File: src/rtl/mpu_pkg.sv
// Shared definitions for the 8-bit MIPS MPU: datapath widths and the
// fetch sequencer state encoding.
package mpu_pkg;

  localparam int PC_W    = 8;
  localparam int INSTR_W = 16;

  typedef enum logic [2:0] {
    IDLE,
    REQ,
    HOLD,
    DRAIN,
    HALT
  } fetch_state_t;

endpackage

File: src/rtl/pc_fetch_sequencer_if.sv
// Fetch sequencer bus bundle: instruction-memory port, decode port,
// redirect port from execute, and halt control.
interface pc_fetch_sequencer_if
  import mpu_pkg::*;
();

  logic               imem_req;
  logic [PC_W-1:0]    imem_addr;
  logic               imem_ack;
  logic [INSTR_W-1:0] imem_rdata;

  logic               instr_valid;
  logic [INSTR_W-1:0] instr;
  logic [PC_W-1:0]    instr_pc;
  logic               instr_ready;

  logic               redirect;
  logic               redirect_rel;
  logic [PC_W-1:0]    redirect_base;
  logic [PC_W-1:0]    redirect_imm;

  logic               halt;
  logic               halted;

  // The sequencer side.
  modport master (
    output imem_req, imem_addr,
    input  imem_ack, imem_rdata,
    output instr_valid, instr, instr_pc,
    input  instr_ready,
    input  redirect, redirect_rel, redirect_base, redirect_imm,
    input  halt,
    output halted
  );

  // Memory, decode and execute as seen from outside the sequencer.
  modport slave (
    input  imem_req, imem_addr,
    output imem_ack, imem_rdata,
    input  instr_valid, instr, instr_pc,
    output instr_ready,
    output redirect, redirect_rel, redirect_base, redirect_imm,
    output halt,
    input  halted
  );

endinterface

File: src/rtl/pc_fetch_sequencer_pc_next_calc.sv
// Next program counter: redirect target (absolute or PC-relative) takes
// priority over the sequential increment; all arithmetic wraps mod 2^PC_W.
module pc_next_calc
  import mpu_pkg::*;
(
  input  logic [PC_W-1:0] pc_i,
  input  logic            redirect_i,
  input  logic            redirect_rel_i,
  input  logic [PC_W-1:0] redirect_base_i,
  input  logic [PC_W-1:0] redirect_imm_i,
  input  logic            advance_i,
  output logic [PC_W-1:0] pc_next_o
);

  logic [PC_W-1:0] target;

  // A two's-complement offset added at PC_W bits gives the signed branch.
  assign target = redirect_rel_i ? (redirect_base_i + redirect_imm_i) : redirect_imm_i;

  // NOTE: assign a default first in always_comb so no path leaves the output
  // unassigned, which would otherwise infer a latch.
  always_comb begin
    pc_next_o = pc_i;
    if (redirect_i) begin
      pc_next_o = target;
    end else if (advance_i) begin
      pc_next_o = pc_i + PC_W'(1);
    end
  end

endmodule

File: src/rtl/pc_fetch_sequencer.sv
// Instruction fetch controller: owns the PC, issues req/ack reads, holds the
// fetched word for decode, applies redirects and halts at instruction boundaries.
module pc_fetch_sequencer
  import mpu_pkg::*;
#(
  parameter logic [PC_W-1:0] RESET_PC = '0
) (
  input  logic                  clk,
  input  logic                  rst_n,
  pc_fetch_sequencer_if.master  bus
);

  fetch_state_t       state_q, state_d;
  logic [PC_W-1:0]    pc_q, pc_d;
  logic [PC_W-1:0]    drain_addr_q;
  logic               imem_req_q;
  logic               instr_valid_q;
  logic               halted_q;
  logic [INSTR_W-1:0] instr_q;
  logic [PC_W-1:0]    instr_pc_q;

  logic advance;
  logic capture;

  assign advance = (state_q == HOLD) && bus.instr_ready && !bus.redirect;
  assign capture = (state_q == REQ) && bus.imem_ack && !bus.redirect;

  pc_next_calc u_pc_next_calc (
    .pc_i            (pc_q),
    .redirect_i      (bus.redirect),
    .redirect_rel_i  (bus.redirect_rel),
    .redirect_base_i (bus.redirect_base),
    .redirect_imm_i  (bus.redirect_imm),
    .advance_i       (advance),
    .pc_next_o       (pc_d)
  );

  // Redirect outranks every other event; halt is only looked at on boundaries.
  always_comb begin
    state_d = state_q;
    unique case (state_q)
      IDLE:  if (!bus.redirect) state_d = bus.halt ? HALT : REQ;
      REQ: begin
        if (bus.redirect)      state_d = bus.imem_ack ? REQ : DRAIN;
        else if (bus.imem_ack) state_d = HOLD;
      end
      HOLD: begin
        if (bus.redirect)         state_d = REQ;
        else if (bus.instr_ready) state_d = bus.halt ? HALT : REQ;
      end
      DRAIN: if (bus.imem_ack) state_d = bus.halt ? HALT : REQ;
      HALT:  if (!bus.redirect && !bus.halt) state_d = REQ;
      default: state_d = IDLE;
    endcase
  end

  // NOTE: sequential state uses non-blocking assignments so every register
  // samples pre-edge values, independent of statement order.
  always_ff @(posedge clk or negedge rst_n) begin
    if (!rst_n) begin
      state_q       <= IDLE;
      pc_q          <= RESET_PC;
      drain_addr_q  <= RESET_PC;
      imem_req_q    <= 1'b0;
      instr_valid_q <= 1'b0;
      halted_q      <= 1'b0;
      instr_q       <= '0;
      instr_pc_q    <= '0;
    end else begin
      state_q       <= state_d;
      pc_q          <= pc_d;
      imem_req_q    <= (state_d == REQ) || (state_d == DRAIN);
      instr_valid_q <= (state_d == HOLD);
      halted_q      <= (state_d == HALT);
      // Tracks the address in flight so a redirect can move pc while the
      // outstanding read still completes at its original address.
      if (state_q == REQ) begin
        drain_addr_q <= pc_q;
      end
      if (capture) begin
        instr_q    <= bus.imem_rdata;
        instr_pc_q <= pc_q;
      end
    end
  end

  assign bus.imem_req    = imem_req_q;
  assign bus.imem_addr   = (state_q == DRAIN) ? drain_addr_q : pc_q;
  assign bus.instr_valid = instr_valid_q;
  assign bus.instr       = instr_q;
  assign bus.instr_pc    = instr_pc_q;
  assign bus.halted      = halted_q;

endmodule

File: src/flat_wrapper.sv
// flat-port wrapper written by rule: the top's interface ports become plain ports
module pc_fetch_sequencer_flat import mpu_pkg::*;
#(
  parameter logic [PC_W-1:0] RESET_PC = '0
)
  (clk, rst_n, bus_imem_req, bus_imem_addr, bus_imem_ack, bus_imem_rdata, bus_instr_valid, bus_instr, bus_instr_pc, bus_instr_ready, bus_redirect, bus_redirect_rel, bus_redirect_base, bus_redirect_imm, bus_halt, bus_halted);
  pc_fetch_sequencer_if bus_i ();
  input  logic clk;
  input  logic rst_n;
  output wire logic [$bits(bus_i.imem_req)-1:0] bus_imem_req;
  output wire logic [$bits(bus_i.imem_addr)-1:0] bus_imem_addr;
  input wire logic [$bits(bus_i.imem_ack)-1:0] bus_imem_ack;
  input wire logic [$bits(bus_i.imem_rdata)-1:0] bus_imem_rdata;
  output wire logic [$bits(bus_i.instr_valid)-1:0] bus_instr_valid;
  output wire logic [$bits(bus_i.instr)-1:0] bus_instr;
  output wire logic [$bits(bus_i.instr_pc)-1:0] bus_instr_pc;
  input wire logic [$bits(bus_i.instr_ready)-1:0] bus_instr_ready;
  input wire logic [$bits(bus_i.redirect)-1:0] bus_redirect;
  input wire logic [$bits(bus_i.redirect_rel)-1:0] bus_redirect_rel;
  input wire logic [$bits(bus_i.redirect_base)-1:0] bus_redirect_base;
  input wire logic [$bits(bus_i.redirect_imm)-1:0] bus_redirect_imm;
  input wire logic [$bits(bus_i.halt)-1:0] bus_halt;
  output wire logic [$bits(bus_i.halted)-1:0] bus_halted;
  assign bus_imem_req = bus_i.imem_req;
  assign bus_imem_addr = bus_i.imem_addr;
  assign bus_i.imem_ack = bus_imem_ack;
  assign bus_i.imem_rdata = bus_imem_rdata;
  assign bus_instr_valid = bus_i.instr_valid;
  assign bus_instr = bus_i.instr;
  assign bus_instr_pc = bus_i.instr_pc;
  assign bus_i.instr_ready = bus_instr_ready;
  assign bus_i.redirect = bus_redirect;
  assign bus_i.redirect_rel = bus_redirect_rel;
  assign bus_i.redirect_base = bus_redirect_base;
  assign bus_i.redirect_imm = bus_redirect_imm;
  assign bus_i.halt = bus_halt;
  assign bus_halted = bus_i.halted;
  pc_fetch_sequencer #(.RESET_PC(RESET_PC)) u_core (.clk(clk), .rst_n(rst_n), .bus(bus_i));
endmodule
File: config.mk
export PLATFORM = sky130hd
export DESIGN_NAME = pc_fetch_sequencer_flat
export DESIGN_NICKNAME = d
export VERILOG_FILES = /design/src/rtl/mpu_pkg.sv /design/src/rtl/pc_fetch_sequencer_if.sv /design/src/rtl/pc_fetch_sequencer_pc_next_calc.sv /design/src/rtl/pc_fetch_sequencer.sv /design/src/flat_wrapper.sv
export SDC_FILE = /design/constraint.sdc
export NUM_CORES = 1
export LEC_CHECK = 0
export ABC_AREA = 1
export CAP_MARGIN = 20
export CORE_ASPECT_RATIO = 0.9
export CORE_MARGIN = 5
export CORE_UTILIZATION = 34
export CTS_CLUSTER_DIAMETER = 100
export DETAILED_ROUTE_END_ITERATION = 10
export GPL_TIMING_DRIVEN = 0
export PLACE_DENSITY_LB_ADDON = 0.25
export SYNTH_ARGS = -nofsm -noshare
export SYNTH_HDL_FRONTEND = slang
export SYNTH_SLANG_ARGS = --single-unit
File: constraint.sdc
create_clock -name clk -period 2.2 [get_ports clk]
set_clock_uncertainty 0.05 [all_clocks]
set_input_delay 0.33 -clock clk [delete_from_list [all_inputs] [get_ports clk]]
set_output_delay 0.33 -clock clk [all_outputs]
set_load 0.05 [all_outputs]
# Word level (Yosys, flattened, before mapping)
# Cells that the tools add are included.
# op_classes
add_sub_neg	2
n_eq_ne	8
mux	14
n_reduce_logical	10
# op_table
operator	n
$mux W8	4
$mux W3	8
$pmux W3 S5	1
$eq A3 B2 Y1 const B	4
$add A8 B1 Y8 const B	1
$add A8 B8 Y8	1
$eq A3 B1 Y1 const B	2
$eq A3 B3 Y1 const B	2
$logic_and A1 B1 Y1	5
$logic_not A3 Y1	1
$logic_not A1 Y1	2
$mux W2	1
$reduce_bool A2 Y1	1
$logic_or A1 B1 Y1	1
# totals
regBits	46
input_bits	39
out_inout_bits	35
elab_cells	42

# Logic depth before layout (Yosys ltp)
# logic_depth
ltp_word	6
depth_mapped	12

# Modules after synthesis
# From an unflattened synthesis, not the netlist that was laid out.
# unflattened
hier_cells	321
hier_area_um2	2524.9
# by_module_without_submodules
mod	instances	cells_each	area_each_um2
pc_fetch_sequencer	1	198	1866.8
pc_next_calc	1	123	658.1

# Worst setup path after synthesis
# OpenSTA, ideal clock, no wires.
# synth_timing
path_type	register to output
from	register u_core.state_q[1]
to	output port bus_imem_addr[0]
t_arrival_ps	1868
required_ps	1820
path_slack_ps	-48
stages_incl_launch_ff	5
n_path_buf	1
cell_sequence	dfrtp_1 -> nand2_1 -> nor2_1 -> buf_6 -> o21ai_0
# synth_via
elab_chain_cells	2
# synth_lines
item	line_no	rtl
start, declared	pc_fetch_sequencer.sv:13	fetch_state_t state_q, state_d;
start signal, assigned	pc_fetch_sequencer.sv:70	state_q <= state_d;
$eq A3 B2 Y1	pc_fetch_sequencer.sv:88	assign bus.imem_addr = (state_q == DRAIN) ? drain_addr_q : pc_q;
$mux W8	pc_fetch_sequencer.sv:88	
end, declared	flat_wrapper.sv:11	output wire logic [$bits(bus_i.imem_addr)-1:0] bus_imem_addr;
# No other way between the ends.

# Worst setup path in the final report
# layout_timing
from	register u_core.state_q[1]
to	output port bus_imem_addr[5]
# Same word-level chain as after synthesis.

==> results.py <==
metrics = {
    "cells_and_area": {
        "final_cells": 474,
        "multi_input_area_um2": 1220,
        "diodes": 0,
        "nFillCells": 751,
        "layout_common_cells": "nand2_1 (69), clkdlybuf4s50_1 (63), dfrtp_1 (44)",
        "drive_gt1_share_pct": 13.2,
        "design_area_um2": 3480,
        "mostFrequentLayoutCell": "nand2_1",
        "final_nets": 425,
        "final_core_util_pct": 46.9,
        "areaGrowthSynthToFinish_pct": 36.9,
        "seq_area_um2": 1150,
    },
    "detailed_routing": {
        "drt-pass1-iter-count": 4,
        "via_per_inst": 4.65,
        "wl_per_cell_um": 13.0,
        "drt_iter0_drc": 102,
        "wirelength_um": 6180,
        "vias": 2203,
        "drc": 0,
        "ant_nets": 0,
    },
    "global_routing": {
        "grt_start_max_net_pins": 30,
        "grt_pass1_wl_um": 10400,
        "track_usage_pct": 13.6,
        "grt_overflow": 0,
        "gr-usage-met1_pct": 18.3,
        "grt_use_met3_pct": 3.04,
        "grt_pass1_vias": 2233,
        "grt.busiest_layer": "met2",
        "antenna_found_initial": 0,
        "gr-usage-met2_pct": 22.5,
    },
    "placement": {
        "dp_hpwl_um": 4840,
        "gp_congestion": 0.870,
        "placedInstanceArea_um2": 3400,
        "dp_cells": 464,
        "io_buffers": 72,
    },
    "power": {
        "static-leakage-power_nw": 1.65,
        "ir_worst_vdd_v": 0.000666,
        "total_power_w": 0.00484,
        "cellPowerDensity_nw_per_um2": 1390,
    },
    "synthesis": {
        "syn_nets": 343,
        "yosysTopAreaCellShare_pct": 45.2,
        "seq_area_frac_synth_pct": 45.2,
        "syn_area_um2": 2540,
        "yosys.area.top_type": "dfrtp_1",
        "ys_types": 30,
        "synth_area_leaders": "dfrtp_1 (45%), nand2_1 (10%), mux2_4 (7.1%)",
        "ys_ff_latch": 46,
        "syn_avg_cell_area_um2": 8.63,
        "yosys_warnings": 0,
        "postSynthCellCount": 295,
    },
    "worst_setup_path": {
        "required_ns": 1.82,
        "regToRegStartpoint": "u_core.state_q[2]$_DFF_PN0_",
        "startpoint": "u_core.state_q[1]$_DFF_PN0_",
        "critPathCaptureType": "output port",
        "crit_type": "reg2out",
        "worstPathArrival_ns": 1.74,
        "crit_fanout": 10,
        "startpoint_type": "flip-flop",
    },
    "sta": {
        "max-slew-margin-rel_pct": 65.0,
        "report.final.slew_viol_count": 0,
        "fin_crit_ns": 2.12,
        "hold_viol": 0,
        "setup_viol": 0,
        "fmax_mhz": 472,
        "tightest_slew_ns": 0.523,
        "finalCritPeriodShare_pct": 96.2,
        "tns_ns": 0,
    },
    "clock_tree": {
        "clockBufferDepth": 2,
        "cts_sinks": 46,
        "htreeDepth": 2,
        "cts_root_buf": "clkbuf_8",
        "cts_buffers": 5,
        "tritoncts": "built",
        "path_clk_slew_ns": 0.08,
        "clk_latency_ns": 0.29,
    },
    "floorplan": {
        "die_w_um": 101,
        "io_pins": 74,
        "initial_utilization_pct": 34.2,
        "die_height_um": 92.1,
        "die-area_um2": 9320,
        "rows": 30,
        "core-area_um2": 7430,
    },
    "flow_run": {
        "cap_violations": 0,
    },
    "min_path": {
        "min_from": "u_core.bus.instr_pc[2]$_DFFE_PN0P_",
        "holdCritPathClass": "reg2reg",
    },
    "run_status": {
        "outcome": "finished, final reports clean",
    },
}
-- area by class of cell --
type,instances,share of cell area [%]
flip-flops and latches,46,33.1
clock buffers,7,2.48
inverters,32,3.45
well taps,96,3.45
repair buffers,75,20.6
clock inverters,1,0.144
multi-input cells,208,35.1
plain buffers,9,1.69
-- critical path, stage by stage, from the launching register on --
cell      delay [ns]
dfrtp_2         0.43
nand2_1         0.15
nor2_4          0.27
buf_6           0.17
nand2_1         0.05
o21ai_0         0.09
clkbuf_4        0.28
-- sequential cells by signal, indices dropped and copies added (netlist names) --
register	flops
u_core.state_q	3
u_core.bus.instr	16
u_core.bus.instr_valid	1
u_core.bus.halted	1
u_core.bus.imem_req	1
u_core.bus.instr_pc	8
u_core.drain_addr_q	8
u_core.pc_q	8
-- metrics by stage --
step,hold slack (ns),setup WS [ns]
4_1_cts,0.432,0.0375
3_3_place_gp,0.417,-0.621
5_1_grt,0.462,-0.00488
3_5_place_dp,0.264,-0.423
2_1_floorplan,-0.0156,-0.0476
6_report,0.437,0.0831
-- synth_stat cells --
library cell and count:
nand2_1 69, dfrtp_1 46, o21ai_0 33, inv_1 30, nor2_1 24, nand3_1 20
a21oi_1 12, mux2_4 12, ha_1 8, clkbuf_1 4, mux2_2 4, nand3b_1 4
buf_6 3, or2_2 3, a31oi_1 2, buf_2 2, inv_2 2, o22ai_1 2
o311ai_0 2, xnor2_1 2, xor2_1 2, a22oi_1 1, fa_1 1, nand2_2 1
nand3_4 1, nor2_4 1, nor3_1 1, o2111ai_1 1, o211ai_1 1, o21ai_1 1
-- path summary, 6_finish.rpt --
| path | to | slack, ns | depth (start not counted) |
|---|---|---|---|
| max | bus_imem_addr[5] | 0.08 | 6 |
| min in group asynchronous | u_core.pc_q[4]$_DFFE_PN0P_ | 0.46 | 2 |
| max in group asynchronous | u_core.state_q[1]$_DFF_PN0_ | 1.13 | 3 |
| min | u_core.bus.instr_pc[2]$_DFFE_PN0P_ | 0.44 | 2 |
| max reg2reg | u_core.bus.instr[8]$_DFFE_PN0P_ | 0.67 | 6 |
| min reg2reg | u_core.bus.instr_pc[2]$_DFFE_PN0P_ | 0.44 | 2 |
-- report_power, final --
part           internal, W  total (W)  switching (W)
Combinational      0.00100    0.00283        0.00183
Clock             0.000254   0.000535       0.000281
Sequential         0.00123    0.00147       0.000240
Total              0.00249    0.00484        0.00235
-- metal layers --
| metal | part of all wire, % | wire length, µm | vias to the layer above |
|---|---|---|---|
| met5 | 0 | 0 | - |
| met1 | 47 | 2880 | 1030 |
| met4 | 0.89 | 55 | 0 |
| met2 | 48 | 2980 | 35 |
| li1 | - | - | 1132 |
| met3 | 4.3 | 263 | 6 |
-- kinds of logic (layout without fill, tap and decap cells) --
| family | count (synthesis) | count (layout) | share of synthesized area (%) |
|---|---|---|---|
| DFF | 46 | 46 | 45.2 |
| muxes | 16 | 16 | 8.85 |
| buffers and inverters | 41 | 124 | 7.03 |
| xor gates and xnor gates | 4 | 4 | 1.38 |
| and+or+nand+nor | 124 | 124 | 21.1 |
| adders and majority gates | 9 | 9 | 4.72 |
| AOI/OAI and AO/OA | 55 | 55 | 11.7 |
-- repair_timing --
| action | in CTS | in global routing |
|---|---|---|
| endpoints found under the hold margin | 17 | 0 |
| setup buffers | 0 | 1 |
| hold buffers | 1 | 0 |
| gates resized for setup | 38 | 16 |
| setup endpoints to repair | 8 | 8 |
| pin swaps | 0 | 1 |
(Power assumes the default switching activity.)
